<file path="src/rtl/pc_gen_pkg.sv">
// Shared types for the fetch-address generator.
package pc_gen_pkg;

    typedef enum logic {
        PC_RUN  = 1'b0,
        PC_HOLD = 1'b1
    } pc_state_e;

endpackage

</file>
<file path="src/rtl/pc_gen_if.sv">
// Request/response bundle between the pipeline control and the PC generator.
interface pc_gen_if #(
    parameter int ADDR_W  = 32,
    parameter int STALL_W = 6
);
    logic [STALL_W-1:0] stall;
    logic               trap;
    logic [ADDR_W-1:0]  trap_addr;
    logic               br;
    logic [ADDR_W-1:0]  br_addr;
    logic               upd_valid;
    logic [ADDR_W-1:0]  upd_pc;
    logic [ADDR_W-1:0]  upd_target;
    logic               upd_taken;
    logic [ADDR_W-1:0]  pc_o;
    logic               pc_valid_o;
    logic               pred_taken_o;
    logic               misalign_o;

    modport master (
        output stall, trap, trap_addr, br, br_addr,
               upd_valid, upd_pc, upd_target, upd_taken,
        input  pc_o, pc_valid_o, pred_taken_o, misalign_o
    );

    modport slave (
        input  stall, trap, trap_addr, br, br_addr,
               upd_valid, upd_pc, upd_target, upd_taken,
        output pc_o, pc_valid_o, pred_taken_o, misalign_o
    );
endinterface

</file>
<file path="src/rtl/pc_gen_btb.sv">
// Direct-mapped branch target buffer: combinational lookup, registered update.
module pc_btb #(
    parameter int ADDR_W  = 32,
    parameter int OFS     = 2,
    parameter int ENTRIES = 16
) (
    input  logic              clock,
    input  logic              reset,
    input  logic [ADDR_W-1:0] lk_pc,
    output logic              lk_hit,
    output logic [ADDR_W-1:0] lk_target,
    input  logic              upd_valid,
    input  logic [ADDR_W-1:0] upd_pc,
    input  logic [ADDR_W-1:0] upd_target,
    input  logic              upd_taken
);
    localparam int IDX   = $clog2(ENTRIES);
    localparam int TAG_W = ADDR_W - OFS - IDX;

    logic [ENTRIES-1:0] vld;
    logic [TAG_W-1:0]   tag_q [ENTRIES];
    logic [ADDR_W-1:0]  tgt_q [ENTRIES];

    logic [IDX-1:0]   lk_idx, up_idx;
    logic [TAG_W-1:0] lk_tag, up_tag;
    logic             unused_lo;

    assign lk_idx    = lk_pc[OFS+IDX-1:OFS];
    assign lk_tag    = lk_pc[ADDR_W-1:OFS+IDX];
    assign up_idx    = upd_pc[OFS+IDX-1:OFS];
    assign up_tag    = upd_pc[ADDR_W-1:OFS+IDX];
    assign unused_lo = ^{lk_pc[OFS-1:0], upd_pc[OFS-1:0]};

    // Reads come straight from the registered arrays, so a same-cycle update is not visible yet.
    assign lk_hit    = vld[lk_idx] && (tag_q[lk_idx] == lk_tag);
    assign lk_target = tgt_q[lk_idx];

    always_ff @(posedge clock or posedge reset) begin
        if (reset) begin
            vld <= '0;
        end else if (upd_valid) begin
            if (upd_taken)
                vld[up_idx] <= 1'b1;
            else if (tag_q[up_idx] == up_tag)
                vld[up_idx] <= 1'b0;
        end
    end

    always_ff @(posedge clock) begin
        if (upd_valid && upd_taken) begin
            tag_q[up_idx] <= up_tag;
            tgt_q[up_idx] <= upd_target;
        end
    end
endmodule

</file>
<file path="src/rtl/pc_gen.sv">
// Fetch-address generator with trap/branch redirects and stall-deferred redirect.
// Optional BTB prediction is enabled with `define PC_GEN_BTB_EN.
module pc_gen
    import pc_gen_pkg::*;
#(
    parameter int              ADDR_W      = 32,
    parameter logic [ADDR_W-1:0] RESET_PC  = '0,
    parameter int              INST_BYTES  = 4,
    parameter int              STALL_W     = 6,
    parameter int              BTB_ENTRIES = 16
) (
    input logic   clock,
    input logic   reset,
    pc_gen_if.slave p
);
    localparam int OFS = $clog2(INST_BYTES);

    pc_state_e         state, state_n;
    logic [ADDR_W-1:0] pc, pc_n, pco, pco_n;
    logic              valid, valid_n, pred, pred_n, mis, mis_n;

    logic              redirect, stalled, raw_mis, hit;
    logic [ADDR_W-1:0] raw, tgt, fa, btb_tgt, nxt;

    assign redirect = p.trap | p.br;
    assign stalled  = p.stall[0];
    assign raw      = p.trap ? p.trap_addr : p.br_addr;
    assign tgt      = raw & ~ADDR_W'(INST_BYTES - 1);
    assign raw_mis  = |raw[OFS-1:0];

    // A single BTB lookup serves both rows that advance: the redirect target or the held pc.
    assign fa  = redirect ? tgt : pc;
    assign nxt = hit ? btb_tgt : fa + ADDR_W'(INST_BYTES);

`ifdef PC_GEN_BTB_EN
    pc_btb #(
        .ADDR_W (ADDR_W),
        .OFS    (OFS),
        .ENTRIES(BTB_ENTRIES)
    ) u_btb (
        .clock     (clock),
        .reset     (reset),
        .lk_pc     (fa),
        .lk_hit    (hit),
        .lk_target (btb_tgt),
        .upd_valid (p.upd_valid),
        .upd_pc    (p.upd_pc),
        .upd_target(p.upd_target),
        .upd_taken (p.upd_taken)
    );
`else
    logic unused_upd;
    assign hit        = 1'b0;
    assign btb_tgt    = '0;
    assign unused_upd = ^{p.upd_valid, p.upd_pc, p.upd_target, p.upd_taken};
`endif

    always_comb begin
        state_n = state;
        pc_n    = pc;
        pco_n   = pco;
        valid_n = valid;
        pred_n  = pred;
        mis_n   = 1'b0;
        if (redirect && !stalled) begin
            pco_n   = tgt;
            pc_n    = nxt;
            valid_n = 1'b1;
            pred_n  = 1'b0;
            mis_n   = raw_mis;
            state_n = PC_RUN;
        end else if (redirect) begin
            pc_n    = tgt;
            valid_n = 1'b0;
            mis_n   = raw_mis;
            state_n = PC_HOLD;
        end else if (!stalled) begin
            // Releasing HOLD and normal RUN advance identically: the pending target already sits in pc.
            pco_n   = pc;
            pc_n    = nxt;
            valid_n = 1'b1;
            pred_n  = hit;
            state_n = PC_RUN;
        end
    end

    always_ff @(posedge clock or posedge reset) begin
        if (reset) begin
            state <= PC_RUN;
            pc    <= RESET_PC;
            pco   <= '0;
            valid <= 1'b0;
            pred  <= 1'b0;
            mis   <= 1'b0;
        end else begin
            state <= state_n;
            pc    <= pc_n;
            pco   <= pco_n;
            valid <= valid_n;
            pred  <= pred_n;
            mis   <= mis_n;
        end
    end

    assign p.pc_o         = pco;
    assign p.pc_valid_o   = valid;
    assign p.pred_taken_o = pred;
    assign p.misalign_o   = mis;
endmodule
</file>
<file path="src/flat_wrapper.sv">
// flat-port wrapper written by rule: the top's interface ports become plain ports
module pc_gen_flat import pc_gen_pkg::*;
#(
    parameter int              ADDR_W      = 32,
    parameter logic [ADDR_W-1:0] RESET_PC  = '0,
    parameter int              INST_BYTES  = 4,
    parameter int              STALL_W     = 6,
    parameter int              BTB_ENTRIES = 16
)
  (clock, reset, p_stall, p_trap, p_trap_addr, p_br, p_br_addr, p_upd_valid, p_upd_pc, p_upd_target, p_upd_taken, p_pc_o, p_pc_valid_o, p_pred_taken_o, p_misalign_o);
  pc_gen_if #(.ADDR_W(ADDR_W), .STALL_W(STALL_W)) p_i ();
  input logic clock;
  input logic reset;
  input wire logic [$bits(p_i.stall)-1:0] p_stall;
  input wire logic [$bits(p_i.trap)-1:0] p_trap;
  input wire logic [$bits(p_i.trap_addr)-1:0] p_trap_addr;
  input wire logic [$bits(p_i.br)-1:0] p_br;
  input wire logic [$bits(p_i.br_addr)-1:0] p_br_addr;
  input wire logic [$bits(p_i.upd_valid)-1:0] p_upd_valid;
  input wire logic [$bits(p_i.upd_pc)-1:0] p_upd_pc;
  input wire logic [$bits(p_i.upd_target)-1:0] p_upd_target;
  input wire logic [$bits(p_i.upd_taken)-1:0] p_upd_taken;
  output wire logic [$bits(p_i.pc_o)-1:0] p_pc_o;
  output wire logic [$bits(p_i.pc_valid_o)-1:0] p_pc_valid_o;
  output wire logic [$bits(p_i.pred_taken_o)-1:0] p_pred_taken_o;
  output wire logic [$bits(p_i.misalign_o)-1:0] p_misalign_o;
  assign p_i.stall = p_stall;
  assign p_i.trap = p_trap;
  assign p_i.trap_addr = p_trap_addr;
  assign p_i.br = p_br;
  assign p_i.br_addr = p_br_addr;
  assign p_i.upd_valid = p_upd_valid;
  assign p_i.upd_pc = p_upd_pc;
  assign p_i.upd_target = p_upd_target;
  assign p_i.upd_taken = p_upd_taken;
  assign p_pc_o = p_i.pc_o;
  assign p_pc_valid_o = p_i.pc_valid_o;
  assign p_pred_taken_o = p_i.pred_taken_o;
  assign p_misalign_o = p_i.misalign_o;
  pc_gen #(.ADDR_W(ADDR_W), .RESET_PC(RESET_PC), .INST_BYTES(INST_BYTES), .STALL_W(STALL_W), .BTB_ENTRIES(BTB_ENTRIES)) u_core (.clock(clock), .reset(reset), .p(p_i));
endmodule
</file>
<file path="config.mk">
export PLATFORM = sky130hd
export DESIGN_NAME = pc_gen_flat
export DESIGN_NICKNAME = d
export VERILOG_FILES = /design/src/rtl/pc_gen_pkg.sv /design/src/rtl/pc_gen_if.sv /design/src/rtl/pc_gen_btb.sv /design/src/rtl/pc_gen.sv /design/src/flat_wrapper.sv
export SDC_FILE = /design/constraint.sdc
export NUM_CORES = 1
export LEC_CHECK = 0
export CAP_MARGIN = 20
export CORE_UTILIZATION = 63
export CTS_CLUSTER_SIZE = 16
export DETAILED_ROUTE_END_ITERATION = 7
export DONT_BUFFER_PORTS = 1
export PLACE_DENSITY = 0.85
export REMOVE_ABC_BUFFERS = 1
export SKIP_LAST_GASP = 1
export SLEW_MARGIN = 30
export SYNTH_ARGS = -nofsm -noshare
export SYNTH_HDL_FRONTEND = slang
export SYNTH_SLANG_ARGS = --single-unit
</file>
<file path="constraint.sdc">
create_clock -name clock -period 3.25 [get_ports clock]
set_clock_uncertainty 0.2 [all_clocks]
set_input_delay 0.8125 -clock clock [delete_from_list [all_inputs] [get_ports clock]]
set_output_delay 0.8125 -clock clock [all_outputs]
set_load 0.02 [all_outputs]
</file>
# --- Yosys cells after proc, flatten, opt, wreduce, memory -nomap -nowiden ---
# Index checks and enable logic that the tools add are counted.
# Widths: inputs -> output; s select.
op_classes:
  addsub: 1
  n_eq_ne: 3
  n_mux: 16
  bitwise: 1
  n_reduce_logical: 4
ops:
  columns: ["cell", "count"]
  rows:
  - ["$mux 32", 8]
  - ["$add 32x3->32 const B", 1]
  - ["$mux 1", 8]
  - ["$ne 3x1->1 const B", 1]
  - ["$ne 2x1->1 const B", 1]
  - ["$ne 2x2->1 const B", 1]
  - ["$reduce_and 2->1", 1]
  - ["$reduce_or 2->1", 1]
  - ["$logic_and 1x1->1", 1]
  - ["$logic_not 1->1", 1]
  - ["$or 1x1->1", 1]
totals:
  regBits: 67
  input_bits: 140
  output_inout_bits: 35
  elab_cells: 30

# --- Logic depth before layout (Yosys ltp) ---
# Gate-level depths: netlist of the first run.
depth:
  word_depth: 6
  ltp_mapped: 9
  depth_no_buf: 7

# --- Least setup slack after synthesis of the first run ---
# OpenSTA, ideal clock, no wires.
synth_timing:
  path_kind: "input -> register"
  startpoint: "input p_br"
  endpoint: "register u_core.pc[10]"
  setup_ps: 136
  arrival_ps: 2302
  t_required_ps: 2914
  slack_ps: 612
  cell_stages: 9
  n_path_buf: 2
  cell_sequence: "buf_6 buf_12 mux2_2 mux2i_1 inv_1 ha_1 nand3_2 nor4_1 xnor2_1"
synth_between:
  elab_chain_len: 6
  word_cells_on_any_way: 8
  cone_classes: "1 x add/sub; 1 x eq/ne; 4 x mux; 1 x bitwise; 1 x reduce/logical"
synth_lines:
  columns: ["element", "line", "source"]
  rows:
  - ["from (decl)", "flat_wrapper.sv:17", "input wire logic [$bits(p_i.br)-1:0] p_br;"]
  - ["$or 1x1->1 (*)", "pc_gen.sv:25", "assign redirect = p.trap | p.br;"]
  - ["$mux 32", "pc_gen.sv:32", "assign fa = redirect ? tgt : pc;"]
  - ["$add 32x3->32", "pc_gen.sv:33", "assign nxt = hit ? btb_tgt : fa + ADDR_W'(INST_BYTES);"]
  - ["$mux 32", "pc_gen.sv:77", "end else if (!stalled) begin"]
  - ["$mux 32", "pc_gen.sv:72", "end else if (redirect) begin"]
  - ["$mux 32", "pc_gen.sv:65", "if (redirect && !stalled) begin"]
  - ["to (signal assigned)", "pc_gen.sv:97", "pc <= pc_n;"]
  - ["to (decl)", "pc_gen.sv:19", "logic [ADDR_W-1:0] pc, pc_n, pco, pco_n;"]
# Mark *: on every way between the ends. The rest lies on a longest branch, timed or not. The select of a mux whose other input is x is not followed.
# A chain may end at the register's enable or synchronous reset.

# --- Worst setup path after layout of the first run ---
layout_timing:
  startpoint: "input p_br"
  endpoint: "register u_core.pc[30]"
# Same word-level chain as after synthesis.

==> reports/results.ini, run 1 <==
[placement]
dpl.hpwl_mm=4.51
place_congestion=0.724
placed_instance_count=362
port-buffer-count=0

[finish]
final_util_pct=68.9
final_layout_size_suffix_gt1_share_pct=19.0
instances_no_fill=375
nets=444
antennaDiodeCount=0
area_delta_synth_final_pct=4.40

[power]
powerDensity_nw_per_um2=515
netSwitchingPower_mw=0.504
overall_power_of_the_completed_layout_mw=1.83
leakage_nw=1.44
share_comb_of_total_power_pct=13.2
cellInternalPower_mw=1.33
vdd_ir_drop_max_uv=301
p_sw_share_pct=27.5
pwr-share-clk_pct=31.5
power.sequential.fraction_pct=55.4

[routing]
route.vias.total=2252
drt_first_pass_iters=4
route.detailed.vias_per_inst=6.01
drt.antenna.violating_nets=0
totalWireLength_mm=6.63
drt_iter0_markers=130
remaining_drc_errors=0
detailed_route_wire_length_per_cell_um=17.7

[clocking]
clock-root-buffer=clkbuf_8
ctsHtreeMaxLevel=3
tritoncts=done
post_cts_repair_setup_buffers=0
clock_latency_reported_for_the_late_side_of_the_worst_skew_pair_ns=0.32
clock_sinks=66
cts_buffers=9
post_cts_resize_count=0
cts_buffer_depth=2
post_cts_hold_buffer_count=0
clk_pin_slew_ns=0.06

[sta]
maxClockFrequency_mhz=382
slew-limit-headroom_pct=62.1
max_slew.worst_pin.slew_ns=0.553
slew_violations=0
finalSetupViolations=0
grt_setup_unrepaired=false
final.min_clock_period_ns=2.62
fin_setup_tns_ns=0
period_share_pct=80.5
report.final.hold_viol_count=0

[floorplanning]
die_y_um=75.6
site_rows=26
die-area_um2=5720
initial_core_util_pct=66.0
core_footprint_um2=5170
die-width_um=75.6
top_level_ports=175

[logic_synthesis]
synth.top_cells.by_count=dfrtp_1 (66), nand2_1 (39), o21ai_0 (33)
netlist.top_cell.by_area=dfrtp_1
synth_cell_type_count=37
synthDominantCellAreaShare_pct=48.4
synth_async_sr_flop_share_pct=100
synth.most_common_cell=dfrtp_1
mappedNetlistArea_um2=3410
average_instance_area_after_synthesis_um2=11.2
synth_edf_count=0
synthTopCellsByArea=dfrtp_1 (48%), mux2_2 (8.6%), mux2i_1 (7.6%)
yosys_warnings=0
synthCells=306
synth_ff_type=dfrtp_1
synth-seq-cells=66
synth.yosys.seq_area_share_pct=48.4

[outcome]
result_of_the_run=finished, final reports clean

[global_routing]
grt_usage_pct=24.2
grt_first_pass_wirelength_mm=10.1
grt_antenna_before_repair=0
largest_net_degree_at_the_start_of_global_routing=69
grt.overflow.total=0
grt_pass1_vias=2149

[setup_path]
worst-endpoint-required_ns=3.29
setup.worst_path.class=in -> reg
critical_path.endpoint_type=flip-flop
worst_setup_path_start_kind=input pin
timing.critical_path.fanout_max=32
cp.arrival_ns=2.66
reg2reg_setup_slack_ns=0.88

[min_path]
worst_min_delay_path_class=in -> async

[job]
max_cap_viol_count=0

==> cell usage in the layout, fill, tap and decap left out, types with 4 or more instances in the layout <==
master    Yosys  final
clkbuf_8      0     11
dfrtp_1      66     66
mux2_2       26     26
mux2i_1      26     26
mux2i_2       4      4
nand2_1      39     39
nor2_1       14     14
nor3_1       12     12
nor4_1        4      4
o21ai_0      33     33
xnor2_1      25     25
xor2_1        4      4
==> state kept, by name, summed over array words and instances, names as in the netlist <==
register	count
u_core.p.misalign_o	1
u_core.p.pc_o	32
u_core.p.pc_valid_o	1
u_core.pc	32
==> path summary, 6_finish.rpt <==
check,endpoint,startpoint,cells past startpoint
worst min register to register,u_core.pc[1],u_core.pc[1],1
worst max-delay path,u_core.pc[30],p_br,6
worst max register to register,u_core.pc[30],u_core.pc[8],6
max in group asynchronous,u_core.pc[5],reset,2
min in group clock,u_core.pc[1],u_core.pc[1],1
worst min-delay path,u_core.p.pc_o[3],reset,1
==> cell families (layout without fill, tap and decap cells) <==
family	after synthesis	in the layout	share of synthesized area [%]
AO/OA/AOI/OAI	39	39	5.94
XOR/XNOR	29	29	7.44
adder cells (fa/ha/maj)	1	1	0.366
buffers and inverters	20	19	3.70
flip-flops	66	66	48.4
multiplexers	58	58	18.6
other	1	1	0.110
AND/OR/NAND/NOR	92	92	15.5
==> power groups by stage <==
| stage | Combinational [mW] | Sequential (mW) | Clock (mW) |
|---|---|---|---|
| 2_1_floorplan | 0.207 | 1.02 | 0 |
| 3_3_place_gp | 0.232 | 1.03 | 0 |
| 3_5_place_dp | 0.245 | 1.03 | 0 |
| 4_1_cts | 0.246 | 1.02 | 0.589 |
| 5_1_grt | 0.273 | 1.03 | 0.619 |
| 6_report | 0.241 | 1.02 | 0.577 |
==> final cells by class <==
cell class              instances  area (um2)
well taps                      70        87.6
multi-input cells             220        1640
repair buffers                  2        15.0
fillers                       387        1610
clock buffers                  13         159
inverters                       4        15.0
flip-flops and latches         66        1650
==> critical path, cell delays in order <==
cell	delay (ns)
mux2_2	0.20
mux2i_1	0.17
nor4_4	0.44
nand3_2	0.41
nor4_1	0.46
xnor2_1	0.16
==> metrics by stage <==
| stage | hold WS [ns] | setup slack [ns] | cell area [um2] |
|---|---|---|---|
| 3_5_place_dp | 0.266 | 0.288 | 3410 |
| 6_report | 0.178 | 0.633 | 3560 |
| 4_1_cts | 0.194 | 0.627 | 3560 |
| 3_3_place_gp | 0.264 | 0.332 | 3410 |
| 5_1_grt | 0.205 | 0.457 | 3560 |
| 2_1_floorplan | 0.246 | 0.583 | 3300 |
==> per-layer routing <==
layer  wire, um  global-route usage [%]  up-vias
met2       3160                    38.5       89
met3        449                    6.35        6
met4         59                    8.44        0
met5          0                       0        -
li1           -                       -     1049
met1       2960                    32.5     1108
Note: power is estimated with default switching activity, not from simulation.
==> run 2: changes to the inputs <==
--- a/config.mk
+++ b/config.mk
@@ -6,11 +6,11 @@
 export NUM_CORES = 1
 export LEC_CHECK = 0
 export CAP_MARGIN = 20
-export CORE_UTILIZATION = 63
+export CORE_UTILIZATION = 57
 export CTS_CLUSTER_SIZE = 16
 export DETAILED_ROUTE_END_ITERATION = 7
 export DONT_BUFFER_PORTS = 1
-export PLACE_DENSITY = 0.85
+export PLACE_DENSITY = 0.81
 export REMOVE_ABC_BUFFERS = 1
 export SKIP_LAST_GASP = 1
 export SLEW_MARGIN = 30
==> constraint.sdc (replaced) <==
create_clock -name clock -period 2.2 [get_ports clock]
set_clock_uncertainty 0.2 [all_clocks]
set_input_delay 0.55 -clock clock [delete_from_list [all_inputs] [get_ports clock]]
set_output_delay 0.55 -clock clock [all_outputs]
set_load 0.02 [all_outputs]
==> run 2 against run 1 <==
Sequential cell count is the same; clock power grew 48%; global-route usage shrank 0.25 points; die area grew 10%; sequential share of layout area shrank 2.7 points; highest routed layer unchanged; utilization shrank 1.8 points.
==> reports/results.ini, run 2 (synthesis results as in run 1) <==
[outcome]
result_of_the_run=finished, final reports clean  ; unchanged

[global_routing]
grt.overflow.total=0  ; unchanged
grt_usage_pct=24.0  ; was 24.2%
largest_net_degree_at_the_start_of_global_routing=69  ; unchanged
grt_first_pass_wirelength_mm=11.3  ; was 10.1 mm
grt_antenna_before_repair=0  ; unchanged
grt_pass1_vias=2395  ; was 2149

[routing]
drt_first_pass_iters=4  ; unchanged
drt.antenna.violating_nets=0  ; unchanged
drt_iter0_markers=73  ; was 130
remaining_drc_errors=0  ; unchanged
detailed_route_wire_length_per_cell_um=17.8  ; was 17.7 um
route.detailed.vias_per_inst=5.84  ; was 6.01
totalWireLength_mm=7.13  ; was 6.63 mm
route.vias.total=2335  ; was 2252

[placement]
port-buffer-count=0  ; unchanged
dpl.hpwl_mm=4.82  ; was 4.51 mm
place_congestion=0.733  ; was 0.724
placed_area_um2=3610  ; was 3410 um2

[clocking]
cts_buffers=9  ; unchanged
clock-root-buffer=clkbuf_8  ; unchanged
clock_sinks=66  ; unchanged
tritoncts=done  ; unchanged
cts_buffer_depth=2  ; unchanged
ctsHtreeMaxLevel=3  ; unchanged
post_cts_repair_setup_buffers=0  ; unchanged
clock_latency_reported_for_the_late_side_of_the_worst_skew_pair_ns=0.32  ; about the same
clk_pin_slew_ns=0.07  ; was 0.06 ns

[power]
vdd_ir_drop_max_uv=428  ; was 301 uV
netSwitchingPower_mw=0.761  ; was 0.504 mW
power.sequential.fraction_pct=54.0  ; was 55.4%
share_comb_of_total_power_pct=15.2  ; was 13.2%
cellInternalPower_mw=2.01  ; was 1.33 mW
pwr-share-clk_pct=30.8  ; was 31.5%
leakage_nw=1.57  ; was 1.44 nW
p_sw_share_pct=27.4  ; was 27.5%
powerDensity_nw_per_um2=733  ; was 515 nW/um2
overall_power_of_the_completed_layout_mw=2.78  ; was 1.83 mW

[setup_path]
timing.critical_path.fanout_max=5  ; was 32
cp_cell_sequence=mux2_2 > mux2i_1 > nor4_1 > nand2_1 > nor4b_2 > xnor2_1  ; was mux2_2 > mux2i_1 > nor4_4 > nand3_2 > nor4_1 > xnor2_1
setup.worst_path.class=reg -> reg  ; was in -> reg
cp_slowest_stage_delay_ns=0.40  ; was 0.46 ns
reg2reg_from=u_core.pc[19]  ; was u_core.pc[8]
logic_depth_of_the_worst_register_to_register_path=6  ; unchanged
worst-endpoint-required_ns=2.24  ; was 3.29 ns
cp_slowest_cell=nor4_1  ; unchanged
reg2reg_setup_slack_ns=0.13  ; was 0.88 ns
cp.arrival_ns=2.11  ; was 2.66 ns
worstReg2RegEnd=u_core.pc[26]  ; was u_core.pc[30]
critical_path.endpoint_type=flip-flop  ; unchanged
worst_setup_path_start_kind=flip-flop  ; was input pin

[floorplanning]
core_footprint_um2=5640  ; was 5170 um2
top_level_ports=175  ; unchanged
initial_core_util_pct=60.5  ; was 66.0%
site_rows=27  ; was 26
die-area_um2=6300  ; was 5720 um2
die-width_um=79.4  ; was 75.6 um
die_y_um=79.4  ; was 75.6 um

[finish]
area_delta_synth_final_pct=10.9  ; was 4.40%
final_util_pct=67.1  ; was 68.9%
num-fill-cells=459  ; was 387
final_design_area_no_fill_um2=3790  ; was 3560 um2
final_layout_size_suffix_gt1_share_pct=24.7  ; was 19.0%
nets=467  ; was 444
antennaDiodeCount=0  ; unchanged
final_common_cell=dfrtp_1  ; unchanged
most-common-layout-cells=dfrtp_1 (66), nand2_1 (39), o21ai_0 (33)  ; unchanged

[sta]
maxClockFrequency_mhz=484
grt_setup_unrepaired=false  ; unchanged
max_slew.worst_pin.slew_ns=0.593  ; was 0.553 ns
period_share_pct=93.9
report.final.hold_viol_count=0  ; unchanged
final.min_clock_period_ns=2.07
fin_setup_tns_ns=0  ; unchanged
finalSetupViolations=0  ; unchanged
slew-limit-headroom_pct=59.3  ; was 62.1%
slew_violations=0  ; unchanged

[min_path]
min_delay_worst_endpoint=u_core.p.pc_valid_o
worst_min_delay_path_class=in -> reg  ; was in -> async
worstHoldPathCells=1
hold_path_startpoint=p_stall[0]

[job]
max_cap_viol_count=0  ; unchanged

==> run 2: cell types whose count changed in the layout (fill, tap and decap cells not counted), sizes merged <==
cell	previous run	this run
buf	2	24
dlygate4sd3	0	1
==> run 2: worst max path at each step <==
stage                          endpoint          start  slack (ns)
CTS                       u_core.pc[10]   u_core.pc[3]        0.11
finish                    u_core.pc[26]  u_core.pc[19]        0.13
detailed placement        u_core.pc[10]           p_br       -0.17
global route              u_core.pc[31]  u_core.pc[19]       0.003
floorplan           u_core.p.misalign_o          reset       -0.20
global placement          u_core.pc[30]           p_br       -0.16
==> run 2: layout make-up <==
type | instances | area (um2) | share of cell area (%)
clock buffer | 13 | 159 | 4.20
sequential | 66 | 1650 | 43.6
timing repair buffer | 25 | 228 | 6.01
tap | 72 | 90.1 | 2.38
inverter | 4 | 15.0 | 0.397
multi-input combinational | 220 | 1640 | 43.4
==> run 2: power groups by stage <==
| stage | Combinational, mW | Sequential, mW | Clock (mW) |
|---|---|---|---|
| 2_1_floorplan | 0.305 | 1.50 | 0 |
| 3_3_place_gp | 0.402 | 1.52 | 0 |
| 3_5_place_dp | 0.422 | 1.52 | 0 |
| 4_1_cts | 0.425 | 1.50 | 0.880 |
| 5_1_grt | 0.469 | 1.51 | 0.923 |
| 6_report | 0.421 | 1.50 | 0.855 |
==> run 2: critical path: cells and delay by family (launching register included) <==
kind	cells	cell delay, ns
DFF	1	0.33
and+or+nand+nor	3	0.99
xor gates and xnor gates	1	0.16
muxes	2	0.32
==> run 2: metal layers <==
metal / track usage (%) / vias up / routed length (um)
met3: 5.03 / 11 / 514
met2: 41.1 / 94 / 3600
met4: 8.55 / 0 / 96
met1: 29.9 / 1136 / 2920
met5: 0 / - / 0
li1: - / 1094 / -
==> run 2: through the flow <==
stage                     setup slack, ns  instances  hold WS (ns)
after floorplan                    -0.205        290         0.246
after global placement             -0.160        386         0.264
after detailed placement           -0.169        386         0.272
after CTS                           0.115        400        0.0918
after global routing              0.00333        400        0.0963
final                               0.133        400         0.131
==> run 2: repair_timing <==
item / in CTS / in global routing
hold buffers: 1 / 0
hold endpoints to repair: 54 / 0
resized for setup: 0 / 1
endpoints found under the setup margin: 0 / 1
